## config.mk

```make
export PLATFORM = sky130hd
export DESIGN_NAME = mod_n_countdown_timer_flat
export DESIGN_NICKNAME = d
export VERILOG_FILES = /design/src/rtl/timer_pkg.sv /design/src/rtl/mod_n_countdown_timer_if.sv /design/src/rtl/mod_n_digit.sv /design/src/rtl/mod_n_countdown_timer.sv /design/src/flat_wrapper.sv
export SDC_FILE = /design/constraint.sdc
export NUM_CORES = 1
export LEC_CHECK = 0
export ABC_AREA = 0
export CELL_PAD_IN_SITES_DETAIL_PLACEMENT = 1
export CELL_PAD_IN_SITES_GLOBAL_PLACEMENT = 1
export CORE_MARGIN = 1.5
export CORE_UTILIZATION = 35
export CTS_CLUSTER_DIAMETER = 200
export CTS_CLUSTER_SIZE = 8
export DETAILED_ROUTE_END_ITERATION = 10
export PLACE_DENSITY = 0.85
export REMOVE_ABC_BUFFERS = 1
export SYNTH_ARGS = -nofsm -noshare
export SYNTH_HDL_FRONTEND = slang
export SYNTH_SLANG_ARGS = --single-unit
```

## constraint.sdc

```tcl
create_clock -name clock -period 6 [get_ports clock]
set_clock_uncertainty 0.15 [all_clocks]
set_input_delay 1.2 -clock clock [delete_from_list [all_inputs] [get_ports clock]]
set_output_delay 1.2 -clock clock [all_outputs]
set_load 0.01 [all_outputs]
```

## src/rtl/timer_pkg.sv

```systemverilog
// Shared types and helpers for the MM:SS countdown timer.
package timer_pkg;

  localparam int unsigned DIGIT_W = 4;

  typedef enum logic [1:0] {
    IDLE = 2'd0,
    HOLD = 2'd1,
    RUN  = 2'd2,
    DONE = 2'd3
  } state_t;

  // Units digits (even index) count mod-10, tens digits (odd index) mod-6.
  function automatic int unsigned digit_mod(input int unsigned i);
    return (i % 32'd2 == 32'd0) ? 32'd10 : 32'd6;
  endfunction

  // True when a load value fits the modulus of digit position i.
  function automatic logic digit_valid(input logic [DIGIT_W-1:0] val, input int unsigned i);
    return (32'(val) < digit_mod(i));
  endfunction

endpackage

```

## src/rtl/mod_n_countdown_timer_if.sv

```systemverilog
// Control/data bundle between a timer controller and the countdown timer.
interface mod_n_countdown_timer_if
  import timer_pkg::*;
#(
  parameter int unsigned NUM_DIGITS = 4
);

  logic                          tick;
  logic                          enable;
  logic                          loadn;
  logic [DIGIT_W*NUM_DIGITS-1:0] data;
  logic [DIGIT_W*NUM_DIGITS-1:0] digits;
  logic                          tc;
  logic                          zero;
  logic                          running;
  logic                          load_err;

  modport master (
    output tick, enable, loadn, data,
    input  digits, tc, zero, running, load_err
  );

  modport slave (
    input  tick, enable, loadn, data,
    output digits, tc, zero, running, load_err
  );

endinterface

```

## src/rtl/mod_n_digit.sv

```systemverilog
// One BCD digit with load, decrement-with-wrap and borrow chaining.
module mod_n_digit
  import timer_pkg::*;
#(
  parameter int unsigned MODULUS = 10
) (
  input  logic               clock,
  input  logic               clr,
  input  logic               load,
  input  logic [DIGIT_W-1:0] load_val,
  input  logic               dec,
  input  logic               borrow_in,
  output logic [DIGIT_W-1:0] value,
  output logic               is_zero,
  output logic               borrow_out
);

  // Digit register: load wins, otherwise step down when every lower digit is zero.
  always_ff @(posedge clock or posedge clr) begin
    if (clr) begin
      value <= '0;
    end else if (load) begin
      value <= load_val;
    end else if (dec && borrow_in) begin
      value <= (value == '0) ? DIGIT_W'(MODULUS - 1) : value - DIGIT_W'(1);
    end
  end

  assign is_zero    = (value == '0);
  assign borrow_out = borrow_in & is_zero;

endmodule

```

## src/rtl/mod_n_countdown_timer.sv

```systemverilog
// Multi-digit MM:SS countdown timer: validated load, hold, terminal-count pulse, optional auto-reload.
module mod_n_countdown_timer
  import timer_pkg::*;
#(
  parameter int unsigned NUM_DIGITS  = 4,
  parameter bit          RELOAD_MODE = 1'b0
) (
  input  logic                   clock,
  input  logic                   clr,
  mod_n_countdown_timer_if.slave bus
);

  localparam int unsigned W = DIGIT_W * NUM_DIGITS;

  state_t          state;
  logic [W-1:0]    shadow;
  logic [W-1:0]    digits_w;
  logic [W-1:0]    dig_load_val;
  logic [NUM_DIGITS:0]   borrow;
  logic [NUM_DIGITS-1:0] dz;
  logic            tc_q;
  logic            load_err_q;
  logic            data_ok;
  logic            load_req;
  logic            load_acc;
  logic            qual;
  logic            step;
  logic            reload;
  logic            dig_load;
  logic            all_zero;
  logic            at_one;

  // Every incoming digit must be below its own modulus for a load to be accepted.
  always_comb begin
    data_ok = 1'b1;
    for (int unsigned i = 0; i < NUM_DIGITS; i++) begin
      if (!digit_valid(bus.data[i*DIGIT_W +: DIGIT_W], i)) data_ok = 1'b0;
    end
  end

  assign load_req = !bus.loadn;
  assign load_acc = load_req && data_ok;

  // A qualifying tick; a load in the same cycle swallows it.
  assign qual     = (state == RUN) && bus.enable && bus.tick && !load_req;
  assign step     = qual && !all_zero;
  assign reload   = qual && all_zero && RELOAD_MODE && (shadow != '0);
  assign dig_load = load_acc || reload;
  assign dig_load_val = load_acc ? bus.data : shadow;

  // Top of the borrow chain is set only when every digit is zero.
  assign all_zero = borrow[NUM_DIGITS];
  // Count is exactly one: the next step lands on zero.
  assign at_one   = (digits_w[DIGIT_W-1:0] == DIGIT_W'(1)) && (&(dz | NUM_DIGITS'(1)));

  assign borrow[0] = 1'b1;

  for (genvar g = 0; g < NUM_DIGITS; g++) begin : g_dig
    mod_n_digit #(
      .MODULUS (digit_mod(g))
    ) u_digit (
      .clock      (clock),
      .clr        (clr),
      .load       (dig_load),
      .load_val   (dig_load_val[g*DIGIT_W +: DIGIT_W]),
      .dec        (step),
      .borrow_in  (borrow[g]),
      .value      (digits_w[g*DIGIT_W +: DIGIT_W]),
      .is_zero    (dz[g]),
      .borrow_out (borrow[g+1])
    );
  end

  // Control FSM, shadow register and registered pulses.
  always_ff @(posedge clock or posedge clr) begin
    if (clr) begin
      state      <= IDLE;
      shadow     <= '0;
      tc_q       <= 1'b0;
      load_err_q <= 1'b0;
    end else begin
      tc_q       <= 1'b0;
      load_err_q <= 1'b0;
      if (load_req) begin
        if (data_ok) begin
          shadow <= bus.data;
          state  <= HOLD;
        end else begin
          load_err_q <= 1'b1;
        end
      end else begin
        case (state)
          IDLE: ;
          HOLD: begin
            if (bus.enable && !all_zero) state <= RUN;
          end
          RUN: begin
            if (!bus.enable) begin
              state <= HOLD;
            end else if (bus.tick) begin
              if (!all_zero) begin
                if (at_one) begin
                  tc_q <= 1'b1;
                  if (!RELOAD_MODE) state <= DONE;
                end
              end else if (!RELOAD_MODE || (shadow == '0)) begin
                state <= DONE;
              end
            end
          end
          DONE: ;
          default: state <= IDLE;
        endcase
      end
    end
  end

  assign bus.digits   = digits_w;
  assign bus.zero     = all_zero;
  assign bus.running  = (state == RUN);
  assign bus.tc       = tc_q;
  assign bus.load_err = load_err_q;

endmodule

```

## src/flat_wrapper.sv

```systemverilog
// flat-port wrapper written by rule: the top's interface ports become plain ports
module mod_n_countdown_timer_flat import timer_pkg::*;
#(
  parameter int unsigned NUM_DIGITS  = 4,
  parameter bit          RELOAD_MODE = 1'b0
)
  (clock, clr, bus_tick, bus_enable, bus_loadn, bus_data, bus_digits, bus_tc, bus_zero, bus_running, bus_load_err);
  mod_n_countdown_timer_if #(.NUM_DIGITS(NUM_DIGITS)) bus_i ();
  input  logic clock;
  input  logic clr;
  input wire logic [$bits(bus_i.tick)-1:0] bus_tick;
  input wire logic [$bits(bus_i.enable)-1:0] bus_enable;
  input wire logic [$bits(bus_i.loadn)-1:0] bus_loadn;
  input wire logic [$bits(bus_i.data)-1:0] bus_data;
  output wire logic [$bits(bus_i.digits)-1:0] bus_digits;
  output wire logic [$bits(bus_i.tc)-1:0] bus_tc;
  output wire logic [$bits(bus_i.zero)-1:0] bus_zero;
  output wire logic [$bits(bus_i.running)-1:0] bus_running;
  output wire logic [$bits(bus_i.load_err)-1:0] bus_load_err;
  assign bus_i.tick = bus_tick;
  assign bus_i.enable = bus_enable;
  assign bus_i.loadn = bus_loadn;
  assign bus_i.data = bus_data;
  assign bus_digits = bus_i.digits;
  assign bus_tc = bus_i.tc;
  assign bus_zero = bus_i.zero;
  assign bus_running = bus_i.running;
  assign bus_load_err = bus_i.load_err;
  mod_n_countdown_timer #(.NUM_DIGITS(NUM_DIGITS), .RELOAD_MODE(RELOAD_MODE)) u_core (.clock(clock), .clr(clr), .bus(bus_i));
endmodule
```

==> results of run 1 <==
==> registers in the layout (all words and copies together) (netlist names) <==
register                    cells
u_core.g_dig.u_digit.value     16
u_core.state                    2
u_core.bus.load_err             1
u_core.bus.tc                   1
==> layout by cell type, fill, tap and decap left out, types with 2 or more instances in the layout <==
cell type,netlist,layout
o21ai_0,6,6
nand3_1,3,3
clkbuf_4,0,3
or4b_1,2,2
or2_2,4,4
dfrtp_1,20,20
inv_1,7,7
clkdlybuf4s50_1,0,40
o211ai_1,3,3
nand2_1,7,7
o2111ai_1,2,2
o31ai_1,5,5
a21oi_1,3,3
nand4_1,4,4
or4_1,6,6
nor3_1,4,4
or3_1,2,2
nor2b_1,2,2
a31oi_1,13,13
nor2_1,19,19
nor4_1,3,3
==> area by class of cell <==
class	count	area [µm²]	share of cell area [%]
multi-input combinational	106	652	38.4
clock buffer	3	22.5	1.33
timing repair buffer	41	408	24.0
tap	46	57.6	3.39
sequential	20	500	29.5
inverter	7	26.3	1.55
clock inverter	1	30.0	1.77
==> critical path: stages (launching register included) <==
cell	delay, ns
dfrtp_1	0.48
or4_1	0.66
or3_4	0.48
nor3_1	0.15
clkdlybuf4s50_1	0.56
==> worst max-delay path by stage <==
stage | start | to | slack [ns] | cells after the start
floorplan | u_core.g_dig[0].u_digit.value[3] | bus_zero | 2.84 | 3
detailed placement | u_core.g_dig[0].u_digit.value[2] | bus_zero | 2.36 | 4
finish | u_core.g_dig[0].u_digit.value[2] | bus_zero | 2.02 | 4
CTS | u_core.g_dig[0].u_digit.value[2] | bus_zero | 2.01 | 4
global route | u_core.g_dig[0].u_digit.value[2] | bus_zero | 1.87 | 4
global placement | u_core.g_dig[0].u_digit.value[3] | bus_zero | 2.38 | 4
==> report_power, final <==
part | internal [mW] | total [mW] | switching, mW
combinational | 0.0969 | 0.172 | 0.0751
clock | 0.0676 | 0.112 | 0.0448
sequential | 0.165 | 0.210 | 0.0453
==> kinds of logic (layout without fill, tap and decap cells) <==
logic type,Yosys count,in the layout
and+or+nand+nor,64,64
AOI/OAI and AO/OA,41,41
DFF,20,20
buffers and inverters,16,52
muxes,1,1
==> through the flow <==
| stage | total power, mW | instances | hold slack, ns |
|---|---|---|---|
| 2_1_floorplan | 0.281 | 133 | 0.381 |
| 3_3_place_gp | 0.376 | 220 | 0.385 |
| 3_5_place_dp | 0.385 | 220 | 0.395 |
| 4_1_cts | 0.499 | 224 | 0.410 |
| 5_1_grt | 0.531 | 224 | 0.429 |
| 6_report | 0.494 | 224 | 0.403 |
==> synth_stat cells (all sizes together), types with 2 or more instances <==
library cell | instances | share of area [%]
nor3 | 4 | 1.6
nand4 | 4 | 2.0
a21oi | 3 | 1.2
or4b | 3 | 2.5
clkbuf | 7 | 2.2
or3 | 3 | 1.9
nor4 | 3 | 1.5
nand2 | 7 | 2.2
nand3 | 3 | 1.2
or4 | 6 | 3.7
nor2b | 2 | 1.0
o211ai | 3 | 1.8
o31ai | 5 | 3.1
o21ai | 6 | 2.5
nor2 | 19 | 5.8
dfrtp | 20 | 41
o2111ai | 2 | 1.4
buf | 2 | 1.3
inv | 7 | 2.2
a31oi | 13 | 6.7
or2 | 4 | 2.0
==> layer usage <==
metal / share of wire (%) / up-vias
met5: 0 / -
met4: 1.9 / 0
met3: 5.1 / 8
met2: 48 / 38
met1: 44 / 629
li1: - / 619
==> out/metrics.yaml, run 1 <==
synth_top_family_by_area: "simple AND/OR/NAND/NOR gates"
cp.required_ns: 4.65
io_pins: 41
cp_max_fo: 11
die_y_um: 62.1
worst_pin_slew_ns: 0.803
rr_startpoint: "u_core.g_dig[2].u_digit.value[3]"
grt_usage_pct: 21.8
drive_gt1_share_pct: 7.30
synth_compound_area_share_pct: 23.0
power_density_nw_per_um2: 291
post-cts-setup-buffers: 0
area_growth_pct: 38.9
cts.sinks: 20
reg2reg_slack_ns: 3.40
synth-xor-area-share_pct: 0
finalInstanceArea_um2: 1700
asyncSetResetFlopFracSynth_pct: 100
status: "finished, final reports clean"
post-route-util_pct: 50.8
path_class: "reg -> out"
routed_via_density: 5.78
port_buffers: 40
r2r-end: "u_core.state[1]"
final_antenna_net_count: 0
rsz0062_at_grt: "false"
muxShareOfSynthArea_pct: 0.820
reg2reg_depth: 4
postCtsResizedCells: 0
min_to: "u_core.g_dig[3].u_digit.value[3]"
setup_violations: 0
grt_pass1_vias: 1297
hp-class: "reg -> reg"
critPathLaunchType: "flop"
cap_violations: 0
finalHoldViolCount: 0
clkTransAtPathRegs_ns: 0.11
hp-start: "u_core.g_dig[3].u_digit.value[3]"
wl_per_cell_um: 16.5
start_util_pct: 36.6
use_met2_pct: 36.9
cts_hold_buf: 0
vias: 1294
grt_max_degree: 26
period_share_pct: 66.3
dpl_cell_area_um2: 1640
synth_seq_cells: 20
antennaDiodeCount: 0
grtUsageMet3_pct: 3.52
routed_wl_um: 3690
clk_latency_ns: 0.31
place_ws_ns: 2.36
grt_pass1_wl_um: 6120
max_freq_mhz: 252
setup_slack_ns: 2.02
synthAdderAreaFrac_pct: 0
dp_hpwl_um: 2890
grt_util_met1_pct: 27.9
ys_seq_area_share_pct: 41.0
end_kind: "primary output"
yosysWarnings: 0
rows: 21
synthSimpleGateAreaFrac_pct: 29.6
worstPathArrival_ns: 2.63
syn_avg_cell_area_um2: 8.60
synth_cells: 142
synth_cell_types: 40
vdd_drop_max_mv: 0.162
gp_congestion: 0.790
initialDrtViolationCount: 38
clock_path_buffers: 2
antenna_found_initial: 0
slew_viol_final: 0
core_area_um2: 3340
globalRouteOverflowTotal: 0
cts_buffers: 3
finalCriticalPeriod_ns: 3.98
synth_area_um2: 1220
dieArea_um2: 3850
firstDrtPassIters: 4
drc: 0
relSlewSlack_pct: 45.9
tritoncts: "built"
fillers: 412
p_leak_nw: 0.654
busiest_layer: "met2"
fin_setup_tns_ns: 0
synth_ff_type: "dfrtp_1"
fin_nets: 200
htreeDepth: 1
synth_edf_count: 0
cts-root-buf: "clkbuf_4"
die_x_um: 62.1
min_path_cells: 2
No activity file was read; power rests on OpenSTA's default activity.
==> run 2, diff against run 1 <==
--- a/config.mk
+++ b/config.mk
@@ -9,11 +9,11 @@
 export CELL_PAD_IN_SITES_DETAIL_PLACEMENT = 1
 export CELL_PAD_IN_SITES_GLOBAL_PLACEMENT = 1
 export CORE_MARGIN = 1.5
-export CORE_UTILIZATION = 35
+export CORE_UTILIZATION = 29
 export CTS_CLUSTER_DIAMETER = 200
 export CTS_CLUSTER_SIZE = 8
 export DETAILED_ROUTE_END_ITERATION = 10
-export PLACE_DENSITY = 0.85
+export PLACE_DENSITY = 0.75
 export REMOVE_ABC_BUFFERS = 1
 export SYNTH_ARGS = -nofsm -noshare
 export SYNTH_HDL_FRONTEND = slang
==> constraint.sdc (replaced) <==
create_clock -name clock -period 3.65 [get_ports clock]
set_clock_uncertainty 0.15 [all_clocks]
set_input_delay 0.73 -clock clock [delete_from_list [all_inputs] [get_ports clock]]
set_output_delay 0.73 -clock clock [all_outputs]
set_load 0.01 [all_outputs]
==> out/metrics.yaml, run 2 (synthesis results as in run 1) <==
finalPower_mw: 0.777
dp_hpwl_um: 2860
die_x_um: 67.9
fin_nets: 202
antennaDiodeCount: 0
end_kind: "primary output"
core_area_um2: 4030
die_y_um: 67.9
min_path_cells: 2
hp-class: "reg -> reg"
p_leak_nw: 0.657
final_antenna_net_count: 0
power_density_nw_per_um2: 456
top_register: "u_core.g_dig.u_digit.value"
grt_pass1_wl_um: 6220
max_freq_mhz: 288
path_class: "reg -> out"
rr_startpoint: "u_core.g_dig[2].u_digit.value[3]"
routed_via_density: 5.55
postCtsResizedCells: 0
final_common_cell: "clkdlybuf4s50_1"
cap_violations: 0
setup_violations: 0
dieArea_um2: 4610
multi_input_area_um2: 652
drc: 0
critPathLaunchType: "flop"
area_growth_pct: 39.7
hp-start: "u_core.g_dig[3].u_digit.value[3]"
firstDrtPassIters: 4
largestRegisters: "u_core.g_dig.u_digit.value (16), u_core.state (2)"
finalCriticalPeriod_ns: 3.47
drive_gt1_share_pct: 7.82
reg2reg_slack_ns: 0.98
globalRouteOverflowTotal: 0
register_area_um2: 500
tritoncts: "built"
rows: 23
antenna_found_initial: 0
vias: 1272
rsz0062_at_grt: "false"
clk_latency_ns: 0.26
cts-root-buf: "clkbuf_8"
r2r-end: "u_core.state[1]"
grt_usage_pct: 17.9
cts.sinks: 20
min_to: "u_core.g_dig[3].u_digit.value[3]"
slew_viol_final: 0
initialDrtViolationCount: 68
cts_buffers: 3
cp_max_fo: 11
cts_hold_buf: 0
reg2reg_depth: 4
cp.required_ns: 2.77
wl_per_cell_um: 16.4
period_share_pct: 95.0
worst_pin_slew_ns: 0.916
relSlewSlack_pct: 38.4
htreeDepth: 1
vdd_drop_max_mv: 0.181
worstPathArrival_ns: 2.59
status: "finished, final reports clean"
mostFrequentLayoutCells: "40 x clkdlybuf4s50_1, 20 x dfrtp_1, 19 x nor2_1"
io_pins: 41
grt_pass1_vias: 1295
grt_max_degree: 21
clock_path_buffers: 2
fin_setup_tns_ns: 0
port_buffers: 40
fillers: 494
start_util_pct: 30.3
post-route-util_pct: 42.3
finalHoldViolCount: 0
routed_wl_um: 3750
gp_congestion: 0.840
post-cts-setup-buffers: 0
largest_reg_flops: 16
clkTransAtPathRegs_ns: 0.07
==> run 2: cell count changes in the layout (fill, tap and decap cells not counted) <==
cell,previous run,this run
bufinv_16,1,0
clkbuf_8,0,3
buf_4,1,3
clkbuf_4,3,0
==> run 2: metal layers <==
| layer | up-vias | wire (µm) | global-route usage (%) | part of all wire, % |
|---|---|---|---|---|
| li1 | 615 | - | - | - |
| met1 | 615 | 1680 | 22.2 | 45 |
| met4 | 0 | 74 | 7.50 | 2.0 |
| met2 | 35 | 1810 | 30.4 | 48 |
| met3 | 7 | 188 | 3.62 | 5.0 |
| met5 | - | 0 | 0 | 0 |
==> run 2: final cells by class <==
class,count,area share [%]
multi-input combinational,106,38.2
sequential,20,29.3
timing repair buffer,43,24.8
tap,50,3.67
clock buffer,3,2.42
inverter,7,1.54
==> run 2: worst max-delay path by stage <==
stage	startpoint	endpoint	slack, ns	depth (start not counted)
2_1_floorplan	u_core.g_dig[0].u_digit.value[3]	bus_zero	0.96	3
4_1_cts	u_core.g_dig[0].u_digit.value[2]	bus_zero	0.16	4
3_5_place_dp	u_core.g_dig[0].u_digit.value[2]	bus_zero	0.45	4
6_report	u_core.g_dig[0].u_digit.value[2]	bus_zero	0.18	4
5_1_grt	u_core.g_dig[0].u_digit.value[2]	bus_zero	0.03	4
3_3_place_gp	u_core.g_dig[0].u_digit.value[2]	bus_zero	0.50	4
==> run 2: through the flow <==
step / setup WS, ns / hold slack (ns) / instances / area [µm²]
floorplan: 0.964 / 0.381 / 133 / 1180
global placement: 0.497 / 0.387 / 226 / 1660
detailed placement: 0.449 / 0.395 / 226 / 1660
CTS: 0.160 / 0.408 / 229 / 1710
global route: 0.0262 / 0.432 / 229 / 1710
finish: 0.181 / 0.402 / 229 / 1710
==> run 2: report_power, final <==
| group | switching, mW | leakage, nW | internal, mW |
|---|---|---|---|
| combinational | 0.121 | 0.403 | 0.160 |
| sequential | 0.0734 | 0.232 | 0.271 |
| clock | 0.0773 | 0.0216 | 0.0737 |
==> run 2: critical path, cell delays in order, from the launching register on <==
cell	delay, ns
dfrtp_1	0.47
or4_1	0.67
or3_4	0.48
nor3_1	0.15
clkdlybuf4s50_1	0.57
==> run 3, diff against run 2 <==
--- a/config.mk
+++ b/config.mk
@@ -8,11 +8,12 @@
 export ABC_AREA = 0
 export CELL_PAD_IN_SITES_DETAIL_PLACEMENT = 1
 export CELL_PAD_IN_SITES_GLOBAL_PLACEMENT = 1
-export CORE_MARGIN = 1.5
+export CORE_MARGIN = 5
 export CORE_UTILIZATION = 29
 export CTS_CLUSTER_DIAMETER = 200
 export CTS_CLUSTER_SIZE = 8
 export DETAILED_ROUTE_END_ITERATION = 10
+export GPL_TIMING_DRIVEN = 1
 export PLACE_DENSITY = 0.75
 export REMOVE_ABC_BUFFERS = 1
 export SYNTH_ARGS = -nofsm -noshare
==> out/metrics.yaml, run 3 (synthesis results as in run 1) <==
clock_path_buffers: 2
wl_per_cell_um: 16.3
finalHoldViolCount: 0
crit_chain: "or4_1, or3_4, nor3_1, clkdlybuf4s50_1"
initialDrtViolationCount: 72
setup_violations: 0
relSlewSlack_pct: 46.0
antenna_found_initial: 0
multi_input_area_um2: 652
rsz0062_at_grt: "false"
vias: 1290
grt_usage_pct: 14.6
cp-startpoint: "u_core.g_dig[0].u_digit.value[3]"
path_class: "reg -> out"
hp-class: "reg -> reg"
firstDrtPassIters: 4
postCtsResizedCells: 0
cts.sinks: 20
mostFrequentLayoutCells: "40 x clkdlybuf4s50_1, 20 x dfrtp_1, 19 x nor2_1"
cap_violations: 0
register_area_um2: 500
end_kind: "primary output"
routed_wl_um: 3750
largest_reg_flops: 16
grt_max_degree: 21
dieArea_um2: 5610
finalPower_mw: 0.775
io_pins: 41
worstPathArrival_ns: 2.64
routed_via_density: 5.61
gp_congestion: 0.801
grt_pass1_vias: 1324
rr_startpoint: "u_core.g_dig[0].u_digit.value[3]"
clkTransAtPathRegs_ns: 0.07
dpl_cell_area_um2: 1670
drive_gt1_share_pct: 8.33
status: "finished, final reports clean"
r2r-end: "u_core.g_dig[3].u_digit.value[1]"
slowest_delay_ns: 0.68
place_inst: 227
max_freq_mhz: 284
top_register: "u_core.g_dig.u_digit.value"
p_leak_nw: 0.661
start_util_pct: 30.3
largestRegisters: "u_core.g_dig.u_digit.value (16), u_core.state (2)"
critPathLaunchType: "flop"
critPathSlowestCell: "or4_1"
die_x_um: 74.9
fin_setup_tns_ns: 0
drc: 0
globalRouteOverflowTotal: 0
dp_hpwl_um: 2970
vdd_drop_max_mv: 0.143
crit_end: "bus_zero"
die_y_um: 74.9
cp.required_ns: 2.77
worst_pin_slew_ns: 0.809
grt_pass1_wl_um: 6330
htreeDepth: 1
reg2reg_depth: 4
cts_buffers: 3
finalInstanceArea_um2: 1710
fillers: 472
antennaDiodeCount: 0
final_common_cell: "clkdlybuf4s50_1"
tritoncts: "built"
final_antenna_net_count: 0
cts-root-buf: "clkbuf_8"
reg2reg_slack_ns: 1.09
power_density_nw_per_um2: 452
cp_max_fo: 11
area_growth_pct: 40.3
clk_latency_ns: 0.26
post-cts-setup-buffers: 0
core_area_um2: 4030
cts_hold_buf: 0
finalCriticalPeriod_ns: 3.52
rows: 23
fin_nets: 203
port_buffers: 40
stdcell_count: 230
period_share_pct: 96.5
slew_viol_final: 0
run 3: per-stage QoR:
stage | utilization (%) | hold slack [ns] | setup WS [ns]
finish | 42.5 | 0.408 | 0.128
global route | 42.5 | 0.438 | 0.00498
CTS | 42.5 | 0.406 | 0.132
detailed placement | 41.5 | 0.394 | 0.429
global placement | 41.5 | 0.379 | 0.482
floorplan | - | 0.381 | 0.964
run 3: layout make-up:
type | count | share of cell area [%]
clock buffers | 3 | 2.41
inverters | 7 | 1.53
multi-input cells | 106 | 38.1
flip-flops and latches | 20 | 29.2
well taps | 50 | 3.65
repair buffers | 44 | 25.1
run 3: critical path: cells and delay by family (launching register included):
kind	cells	cell delay (ns)
buffers and inverters	1	0.57
DFF	1	0.45
and+or+nand+nor	3	1.35
run 3: metal layers:
metal  GRT usage [%]  share of wire, %  vias to the layer above
met5               0                 0                        -
met4            6.13               2.1                        0
met3            2.00               5.1                        7
met2            25.1                48                       38
met1            18.1                45                      622
li1                -                 -                      623
run 3: power breakdown:
group | switching, mW | total, mW | internal (mW)
Sequential | 0.0731 | 0.344 | 0.271
Combinational | 0.120 | 0.281 | 0.160
Clock | 0.0765 | 0.150 | 0.0737
Total | 0.270 | 0.775 | 0.505
run 3: how the worst min path moves through the flow:
stage | startpoint | to | slack [ns] | cells after the start
2_1_floorplan | u_core.state[1] | u_core.state[0] | 0.38 | 2
3_3_place_gp | u_core.g_dig[3].u_digit.value[3] | u_core.g_dig[3].u_digit.value[3] | 0.38 | 2
3_5_place_dp | u_core.g_dig[3].u_digit.value[3] | u_core.g_dig[3].u_digit.value[3] | 0.39 | 2
4_1_cts | u_core.g_dig[3].u_digit.value[3] | u_core.g_dig[3].u_digit.value[3] | 0.41 | 2
5_1_grt | u_core.g_dig[1].u_digit.value[3] | u_core.g_dig[1].u_digit.value[3] | 0.44 | 1
6_report | u_core.g_dig[3].u_digit.value[3] | u_core.g_dig[3].u_digit.value[3] | 0.41 | 2
